===== src/rtl/sixty_four_bit_subtractor_seq_pkg.sv =====
// rtl/sixty_four_bit_subtractor_seq_pkg.sv - shared widths, counter width and FSM encoding (package sub_pkg)
package sub_pkg;
    localparam int DATA_W     = 64;
    localparam int SLICE_W    = 8;
    localparam int NUM_SLICES = DATA_W / SLICE_W;
    localparam int CNT_W      = $clog2(NUM_SLICES);

    typedef enum logic [1:0] {
        IDLE = 2'd0,
        RUN  = 2'd1,
        DONE = 2'd2
    } state_t;
endpackage


===== src/rtl/sixty_four_bit_subtractor_seq_if.sv =====
// rtl/sixty_four_bit_subtractor_seq_if.sv - start/busy/done operand and result bundle; op exists only with ADD_SUB_MODE_EN
interface sixty_four_bit_subtractor_seq_if;
    import sub_pkg::*;

    logic              start;
    logic [DATA_W-1:0] a;
    logic [DATA_W-1:0] b;
    logic              borrow_in;
`ifdef ADD_SUB_MODE_EN
    logic              op;
`endif
    logic              busy;
    logic              done;
    logic [DATA_W-1:0] diff;
    logic              borrow_out;
    logic              overflow;

    modport master (
        output start, a, b, borrow_in,
`ifdef ADD_SUB_MODE_EN
        output op,
`endif
        input  busy, done, diff, borrow_out, overflow
    );

    modport slave (
        input  start, a, b, borrow_in,
`ifdef ADD_SUB_MODE_EN
        input  op,
`endif
        output busy, done, diff, borrow_out, overflow
    );
endinterface


===== src/rtl/sixty_four_bit_subtractor_seq_slice_subtractor.sv =====
// rtl/sixty_four_bit_subtractor_seq_slice_subtractor.sv - combinational SLICE_W-bit subtract with borrow (add mode under ADD_SUB_MODE_EN)
module slice_subtractor
    import sub_pkg::*;
(
    input  logic [SLICE_W-1:0] x,
    input  logic [SLICE_W-1:0] y,
    input  logic               bin,
`ifdef ADD_SUB_MODE_EN
    input  logic               op,
`endif
    output logic [SLICE_W-1:0] d,
    output logic               bout
);
    logic [SLICE_W:0] sum;

    // Subtraction is x + ~y + ~bin; the carry out is the inverse of the borrow.
    always_comb begin
        sum  = '0;
        bout = 1'b0;
`ifdef ADD_SUB_MODE_EN
        if (op) begin
            sum  = {1'b0, x} + {1'b0, y} + {{SLICE_W{1'b0}}, bin};
            bout = sum[SLICE_W];
        end else begin
            sum  = {1'b0, x} + {1'b0, ~y} + {{SLICE_W{1'b0}}, ~bin};
            bout = ~sum[SLICE_W];
        end
`else
        sum  = {1'b0, x} + {1'b0, ~y} + {{SLICE_W{1'b0}}, ~bin};
        bout = ~sum[SLICE_W];
`endif
    end

    assign d = sum[SLICE_W-1:0];
endmodule


===== src/rtl/sixty_four_bit_subtractor_seq.sv =====
// rtl/sixty_four_bit_subtractor_seq.sv - slice-serial 64-bit subtractor, one slice per clock; ADD_SUB_MODE_EN adds add mode
module sixty_four_bit_subtractor_seq
    import sub_pkg::*;
(
    input  logic                           clk,
    input  logic                           rst_n,
    sixty_four_bit_subtractor_seq_if.slave bus
);
    localparam logic [CNT_W-1:0] LAST = CNT_W'(NUM_SLICES - 1);

    state_t             state;
    logic [CNT_W-1:0]   cnt;
    logic [DATA_W-1:0]  a_reg;
    logic [DATA_W-1:0]  b_reg;
    logic               brw_reg;
    logic [DATA_W-1:0]  diff_reg;
    logic               busy_reg;
    logic               done_reg;
    logic               borrow_out_reg;
    logic               overflow_reg;
`ifdef ADD_SUB_MODE_EN
    logic               op_reg;
`endif

    logic [SLICE_W-1:0] a_sl;
    logic [SLICE_W-1:0] b_sl;
    logic [SLICE_W-1:0] d_sl;
    logic               brw_nxt;
    logic               ovf_nxt;

    assign a_sl = a_reg[cnt*SLICE_W +: SLICE_W];
    assign b_sl = b_reg[cnt*SLICE_W +: SLICE_W];

    slice_subtractor u_slice (
        .x    (a_sl),
        .y    (b_sl),
        .bin  (brw_reg),
`ifdef ADD_SUB_MODE_EN
        .op   (op_reg),
`endif
        .d    (d_sl),
        .bout (brw_nxt)
    );

    // Only meaningful on the last slice, where d_sl carries the result sign bit.
    always_comb begin
        ovf_nxt = (a_reg[DATA_W-1] != b_reg[DATA_W-1]) && (d_sl[SLICE_W-1] != a_reg[DATA_W-1]);
`ifdef ADD_SUB_MODE_EN
        if (op_reg)
            ovf_nxt = (a_reg[DATA_W-1] == b_reg[DATA_W-1]) && (d_sl[SLICE_W-1] != a_reg[DATA_W-1]);
`endif
    end

    always_ff @(posedge clk) begin
        if (!rst_n) begin
            state          <= IDLE;
            cnt            <= '0;
            a_reg          <= '0;
            b_reg          <= '0;
            brw_reg        <= 1'b0;
            diff_reg       <= '0;
            busy_reg       <= 1'b0;
            done_reg       <= 1'b0;
            borrow_out_reg <= 1'b0;
            overflow_reg   <= 1'b0;
`ifdef ADD_SUB_MODE_EN
            op_reg         <= 1'b0;
`endif
        end else begin
            case (state)
                RUN: begin
                    diff_reg[cnt*SLICE_W +: SLICE_W] <= d_sl;
                    brw_reg <= brw_nxt;
                    if (cnt == LAST) begin
                        borrow_out_reg <= brw_nxt;
                        overflow_reg   <= ovf_nxt;
                        busy_reg       <= 1'b0;
                        done_reg       <= 1'b1;
                        state          <= DONE;
                    end else begin
                        cnt <= cnt + CNT_W'(1);
                    end
                end
                default: begin
                    // IDLE and DONE share the accept path so DONE can restart without a bubble.
                    done_reg <= 1'b0;
                    if (bus.start) begin
                        a_reg    <= bus.a;
                        b_reg    <= bus.b;
                        brw_reg  <= bus.borrow_in;
`ifdef ADD_SUB_MODE_EN
                        op_reg   <= bus.op;
`endif
                        cnt      <= '0;
                        diff_reg <= '0;
                        busy_reg <= 1'b1;
                        state    <= RUN;
                    end else begin
                        busy_reg <= 1'b0;
                        state    <= IDLE;
                    end
                end
            endcase
        end
    end

    assign bus.busy       = busy_reg;
    assign bus.done       = done_reg;
    assign bus.diff       = diff_reg;
    assign bus.borrow_out = borrow_out_reg;
    assign bus.overflow   = overflow_reg;
endmodule


===== src/flat_wrapper.sv =====
// flat-port wrapper written by rule: the top's interface ports become plain ports
module sixty_four_bit_subtractor_seq_flat import sub_pkg::*;
  (clk, rst_n, bus_start, bus_a, bus_b, bus_borrow_in, bus_busy, bus_done, bus_diff, bus_borrow_out, bus_overflow);
  sixty_four_bit_subtractor_seq_if bus_i ();
  input  logic clk;
  input  logic rst_n;
  input wire logic [$bits(bus_i.start)-1:0] bus_start;
  input wire logic [$bits(bus_i.a)-1:0] bus_a;
  input wire logic [$bits(bus_i.b)-1:0] bus_b;
  input wire logic [$bits(bus_i.borrow_in)-1:0] bus_borrow_in;
  output wire logic [$bits(bus_i.busy)-1:0] bus_busy;
  output wire logic [$bits(bus_i.done)-1:0] bus_done;
  output wire logic [$bits(bus_i.diff)-1:0] bus_diff;
  output wire logic [$bits(bus_i.borrow_out)-1:0] bus_borrow_out;
  output wire logic [$bits(bus_i.overflow)-1:0] bus_overflow;
  assign bus_i.start = bus_start;
  assign bus_i.a = bus_a;
  assign bus_i.b = bus_b;
  assign bus_i.borrow_in = bus_borrow_in;
  assign bus_busy = bus_i.busy;
  assign bus_done = bus_i.done;
  assign bus_diff = bus_i.diff;
  assign bus_borrow_out = bus_i.borrow_out;
  assign bus_overflow = bus_i.overflow;
  sixty_four_bit_subtractor_seq u_core (.clk(clk), .rst_n(rst_n), .bus(bus_i));
endmodule

===== config.mk =====
export PLATFORM = sky130hd
export DESIGN_NAME = sixty_four_bit_subtractor_seq_flat
export DESIGN_NICKNAME = d
export VERILOG_FILES = /design/src/rtl/sixty_four_bit_subtractor_seq_pkg.sv /design/src/rtl/sixty_four_bit_subtractor_seq_if.sv /design/src/rtl/sixty_four_bit_subtractor_seq_slice_subtractor.sv /design/src/rtl/sixty_four_bit_subtractor_seq.sv /design/src/flat_wrapper.sv
export SDC_FILE = /design/constraint.sdc
export NUM_CORES = 1
export LEC_CHECK = 0
export CORE_MARGIN = 3
export CORE_UTILIZATION = 54
export DETAILED_ROUTE_END_ITERATION = 7
export PLACE_DENSITY = 0.86
export SYNTH_ARGS = -nofsm -noshare
export SYNTH_HDL_FRONTEND = slang
export SYNTH_SLANG_ARGS = --single-unit

===== constraint.sdc =====
create_clock -name clk -period 7.91 [get_ports clk]
set_input_delay 2.373 -clock clk [delete_from_list [all_inputs] [get_ports clk]]
set_output_delay 2.373 -clock clk [all_outputs]
set_load 0.005 [all_outputs]

---- After elaboration in Yosys (flattened, before gate mapping) ----
Cells that the tools add are included.
storage, ports and cells
  bits in registers ....................... 202
  bits in latches ......................... 0
  bits in writable memories ............... 0
  ROM bits ................................ 0
  output and inout port bits .............. 68
  logic and storage cells ................. 48
  memories kept ........................... 0
operators by class
  add/subtract/negate cells ............... 4
  multiply operators ...................... 0
  divide/modulo/power cells ............... 0
  order comparisons ....................... 0
  equality and inequality tests ........... 6
  shift-type cells ........................ 4
  mux-type cells .......................... 14
  bitwise operators ....................... 4
  reduce and logical (&&, ||, !) cells .... 6
operators by type and width
  cell                     number
  $mux 64                  2
  $shiftx 64x7->8          2
  $bwmux 64                1
  $shift 8x34->64 const A  1
  $shiftx 8x34->64         1
  $neg 6->34               1
  $add 8x8->9              1
  $add 9x1->9              1
  $mux 3                   3
  $not 8->8                1
  $reduce_and 2->1         4
  $mux 1                   6
  $mux 2                   2
  $add 3x1->3 const B      1
  $eq 3x3->1 const B       1
  $not 1->1                3
  $eq 2x1->1 const B       1
  $ne 1x1->1               2
  $ne 2x1->1 const B       1
  $ne 2x2->1 const B       1
  $reduce_bool 2->1        1
  $logic_and 1x1->1        1

---- Depth between registers and ports, before layout ----
  depth after elaboration ................. 7
  depth in mapped cells ................... 13
  mapped depth without buffers ............ 11

---- Hierarchy ----
From an unflattened synthesis, not the netlist that was laid out.
second synthesis, totals
  cell total of the unflattened synthesis .. 1021
  area, all modules ....................... 9068.7 sq um
by module, submodules not included
  module                         instances  cells each  area each (sq um)  sequential area each (sq um)
  sixty_four_bit_subtractor_seq  1          970         8699.6             4023.9
  slice_subtractor               1          51          369.1              0.0

---- Worst setup path before layout ----
Ideal clock, no wire load.
  path kind ............................... input to register
  from .................................... in bus_start
  to ...................................... reg u_core.cnt[1]
  data arrival time ....................... 3.306 ns
  required time ........................... 7.782 ns
  path slack .............................. 4.476 ns
  cell stages on the path ................. 6
  cells stage by stage .................... and2_1 buf_2 clkbuf_1 nor2_1 a22oi_1 nor2_1
between the ends
  longest elaborated chain between the ends .. 2
ends and longest elaborated chain
  what                         RTL line                             source
  from (decl)                  flat_wrapper.sv:7                    input wire logic [$bits(bus_i.start)-1:0] bus_start;
  $reduce_bool 2->1 (no line)  n/a
  $reduce_and 2->1 (no line)   n/a
  to (signal assigned)         sixty_four_bit_subtractor_seq.sv:81  cnt <= cnt + CNT_W'(1);
  to (decl)                    sixty_four_bit_subtractor_seq.sv:12  logic [CNT_W-1:0] cnt;
No other way between the ends.
A chain may end at the register's enable or synchronous reset.

---- Final worst setup path ----
  from .................................... in rst_n
  to ...................................... reg u_core.diff_reg[3] (netlist: u_core.bus.diff[3])
RTL lines
  what                             RTL line                             source
  from (decl)                      flat_wrapper.sv:6                    input logic rst_n;
  to (signal, indexed assignment)  sixty_four_bit_subtractor_seq.sv:72  diff_reg[cnt*SLICE_W +: SLICE_W] <= d_sl;
  to (decl)                        sixty_four_bit_subtractor_seq.sv:16  logic [DATA_W-1:0] diff_reg;
No word-level cell between the ends.

==> metrics.md <==
| Metric | Value |
|---|---|
| FF-to-FF path depth | `10` |
| Crit path kind | `in2reg` |
| Peak VDD IR | `0.1286 mV` |
| # setup viols final | `0` |
| Die width | `130.3 um` |
| Hold Buf Count CTS | `0` |
| Period utilization | `57.40%` |
| Final core utilization | `74.02%` |
| Top_reg_cell synth | `dfxtp_1` |
| Post-DP Area | `10340 um2` |
| Syn avg cell area | `8.596 um2` |
| Setup Buffers After CTS | `0` |
| Crit path DAT | `4870 ps` |
| Yosys top cell by area | `dfxtp_1` |
| Fin crit period | `4540 ps` |
| Finished Cell Area | `10960 um2` |
| Placer Congestion | `0.8712` |
| Post-synth EDFFs | `0` |
| Global Route Usage Sum | `26.31%` |
| Post-Syn Nets | `1118` |
| P_leak | `4.018 nW` |
| Gate Count Post-Synth | `970` |
| Antenna diodes | `0` |
| Die area | `16970 um2` |
| Global-route wire length before repair | `35860 um` |
| Max-cap violations | `0` |
| Pin count of the biggest net entering global routing | `95` |
| Hold_ws | `450.8 ps` |
| CP startpoint kind | `primary input` |
| Setup crit end | `u_core.bus.diff[3]` |
| Worst r2r dst | `u_core.bus.diff[44]` |
| Core ar. | `14810 um2` |
| Sinks on the clock net | `201` |
| CTS tree | `built` |
| Pwr dens | `214.1 nW/um2` |
| Yosys reg bits | `201` |
| Final wirelength | `22660 um` |
| Final Slew Violations | `0` |
| Initial antenna violation count | `0` |
| # resized after CTS | `0` |
| Clock latency on the worst-skew pair | `480 ps` |
| Initial core utilization | `56.30%` |
| Critical path endpoint category | `register` |
| Setup tns final | `0 ps` |
| Largest cells by area after synthesis | `dfxtp_1 (48%), nand2_1 (13%), a21oi_1 (8.9%), mux4_2 (8.6%), a22oi_1 (2.9%)` |
| DR WL/cell | `17.13 um` |
| FF-to-FF setup slack | `3730 ps` |
| First drt pass iteration count | `5` |
| I/O pins | `200` |
| Routed vias | `7552` |
| # DRC | `0` |
| Number of core rows | `44` |
| Async SR Flop Fraction | `0%` |
| Post-synth top cells | `nand2_1 (298), dfxtp_1 (201), a21oi_1 (148), clkbuf_1 (52), nor2_1 (45)` |
| Clock skew | `7.305 ps` |
| RSZ-0062 raised after global routing | `no` |
| H-tree levels | `1` |
| Synth unique cells | `43` |
| Post-route ant nets | `0` |
| Critical path origin | `rst_n` |
| Status | `finished, final reports clean` |
| CTS clk-pin slew, worst paths | `60 ps` |
| Port buffer count | `199` |
| Worst EP required | `8240 ps` |
| Vias in the first global route | `7212` |
| CTS buffer count | `20` |
| Share of the synthesized area in the top cell type | `48.26%` |
| CP max FO | `69` |
| Worst slew pin tran | `1093 ps` |
| Root Driver | `clkbuf_16` |
| DP HPWL | `15700 um` |
| Layout Nets | `1276` |
| Slew headroom | `26.61%` |
| Clock Path Buffers | `3` |
| Via density | `5.708` |
| Die height | `130.3 um` |
| Total gr overflow | `0` |
| Min-Delay Path Class | `reg2reg` |
| Seq/Total Area, Yosys | `48.26%` |
| Share of layout cells above drive strength 1 | `7.375%` |
| Initial DRC count | `801` |
| Synth Cell Area | `8338 um2` |
| Reg2reg start | `u_core.cnt[0]` |
| Yosys warns | `0` |
| Top-count cell post-synth | `nand2_1` |
| P&R area growth vs syn | `31.47%` |
| Hold Fails Final Rpt | `0` |
| Max Fclk | `0.2203 GHz` |
==> metrics by stage <==
step | worst slack [ps] | power [mW] | cells
after floorplan | 4477 | 1.315 | 970
after detailed placement | 2977 | 1.464 | 1290
after global routing | 3220 | 2.431 | 1323
final | 3370 | 2.347 | 1323
after global placement | 3043 | 1.455 | 1290
after CTS | 3446 | 2.349 | 1323
==> how the worst min path moves through the flow <==
stage,startpoint,to,slack (ps),cells after the start
6_report,u_core.a_reg[28],u_core.a_reg[28],450,2
5_1_grt,u_core.b_reg[19],u_core.b_reg[19],470,2
4_1_cts,u_core.a_reg[28],u_core.a_reg[28],450,2
3_5_place_dp,u_core.a_reg[28],u_core.a_reg[28],440,2
3_3_place_gp,u_core.b_reg[55],u_core.b_reg[55],440,2
2_1_floorplan,u_core.a_reg[16],u_core.a_reg[16],430,2
==> kinds of logic after synthesis <==
| logic type | Yosys count | synth area share [%] |
|---|---|---|
| xor+xnor | 5 | 0.5253 |
| simple gates | 408 | 20.15 |
| fa+ha+maj | 16 | 2.581 |
| mux | 40 | 9.604 |
| compound gates | 222 | 15.13 |
| buf+inv | 78 | 3.752 |
| flops | 201 | 48.26 |
==> power breakdown <==
part | leakage (nW) | internal [mW] | switching (mW)
clock network | 0.300 | 0.520 | 0.376
logic | 2.08 | 0.156 | 0.209
registers | 1.64 | 1.06 | 0.0286
==> cell usage in the layout (no fill, tap or decap), types with 2 or more instances in the layout <==
master and n:
nand2_1 297, clkdlybuf4s50_1 199, dfxtp_1 199, a21oi_1 148, nor2_1 45, nand3_1 38
mux4_2 32, a22oi_1 32, o21ai_0 26, clkbuf_16 21, ha_1 14, mux2i_1 8
inv_1 7, nor3_1 7, nand4_1 6, buf_4 6, clkbuf_8 4, clkbuf_1 4
a21oi_4 3, xnor2_1 3, o21ai_1 3, xor2_1 2, a21o_1 2, a211oi_1 2
or3_1 2, fa_1 2, clkinvlp_4 2, clkinv_2 2, dfxtp_2 2
==> worst max-delay path, stage by stage <==
cell	delay [ps]
clkdlybuf4s50_1	930
inv_4	710
buf_4	670
a21oi_1	120
==> metal layers <==
metal	vias up	GRT usage, %	wire length [um]
met5	-	0	0
met4	0	7.213	612
met3	57	3.848	1619
met2	309	44.45	11000
met1	3554	35.47	9432
li1	3632	-	-
==> area by class of cell <==
type | instances | area [um2]
inverter | 9 | 36.28
tap | 184 | 230.2
timing repair buffer | 205 | 2037
clock inverter | 4 | 25.02
sequential | 201 | 4026
fill | 1046 | 3847
clock buffer | 29 | 595.6
multi-input combinational | 691 | 4011
Power figures use the tool's default switching activity.
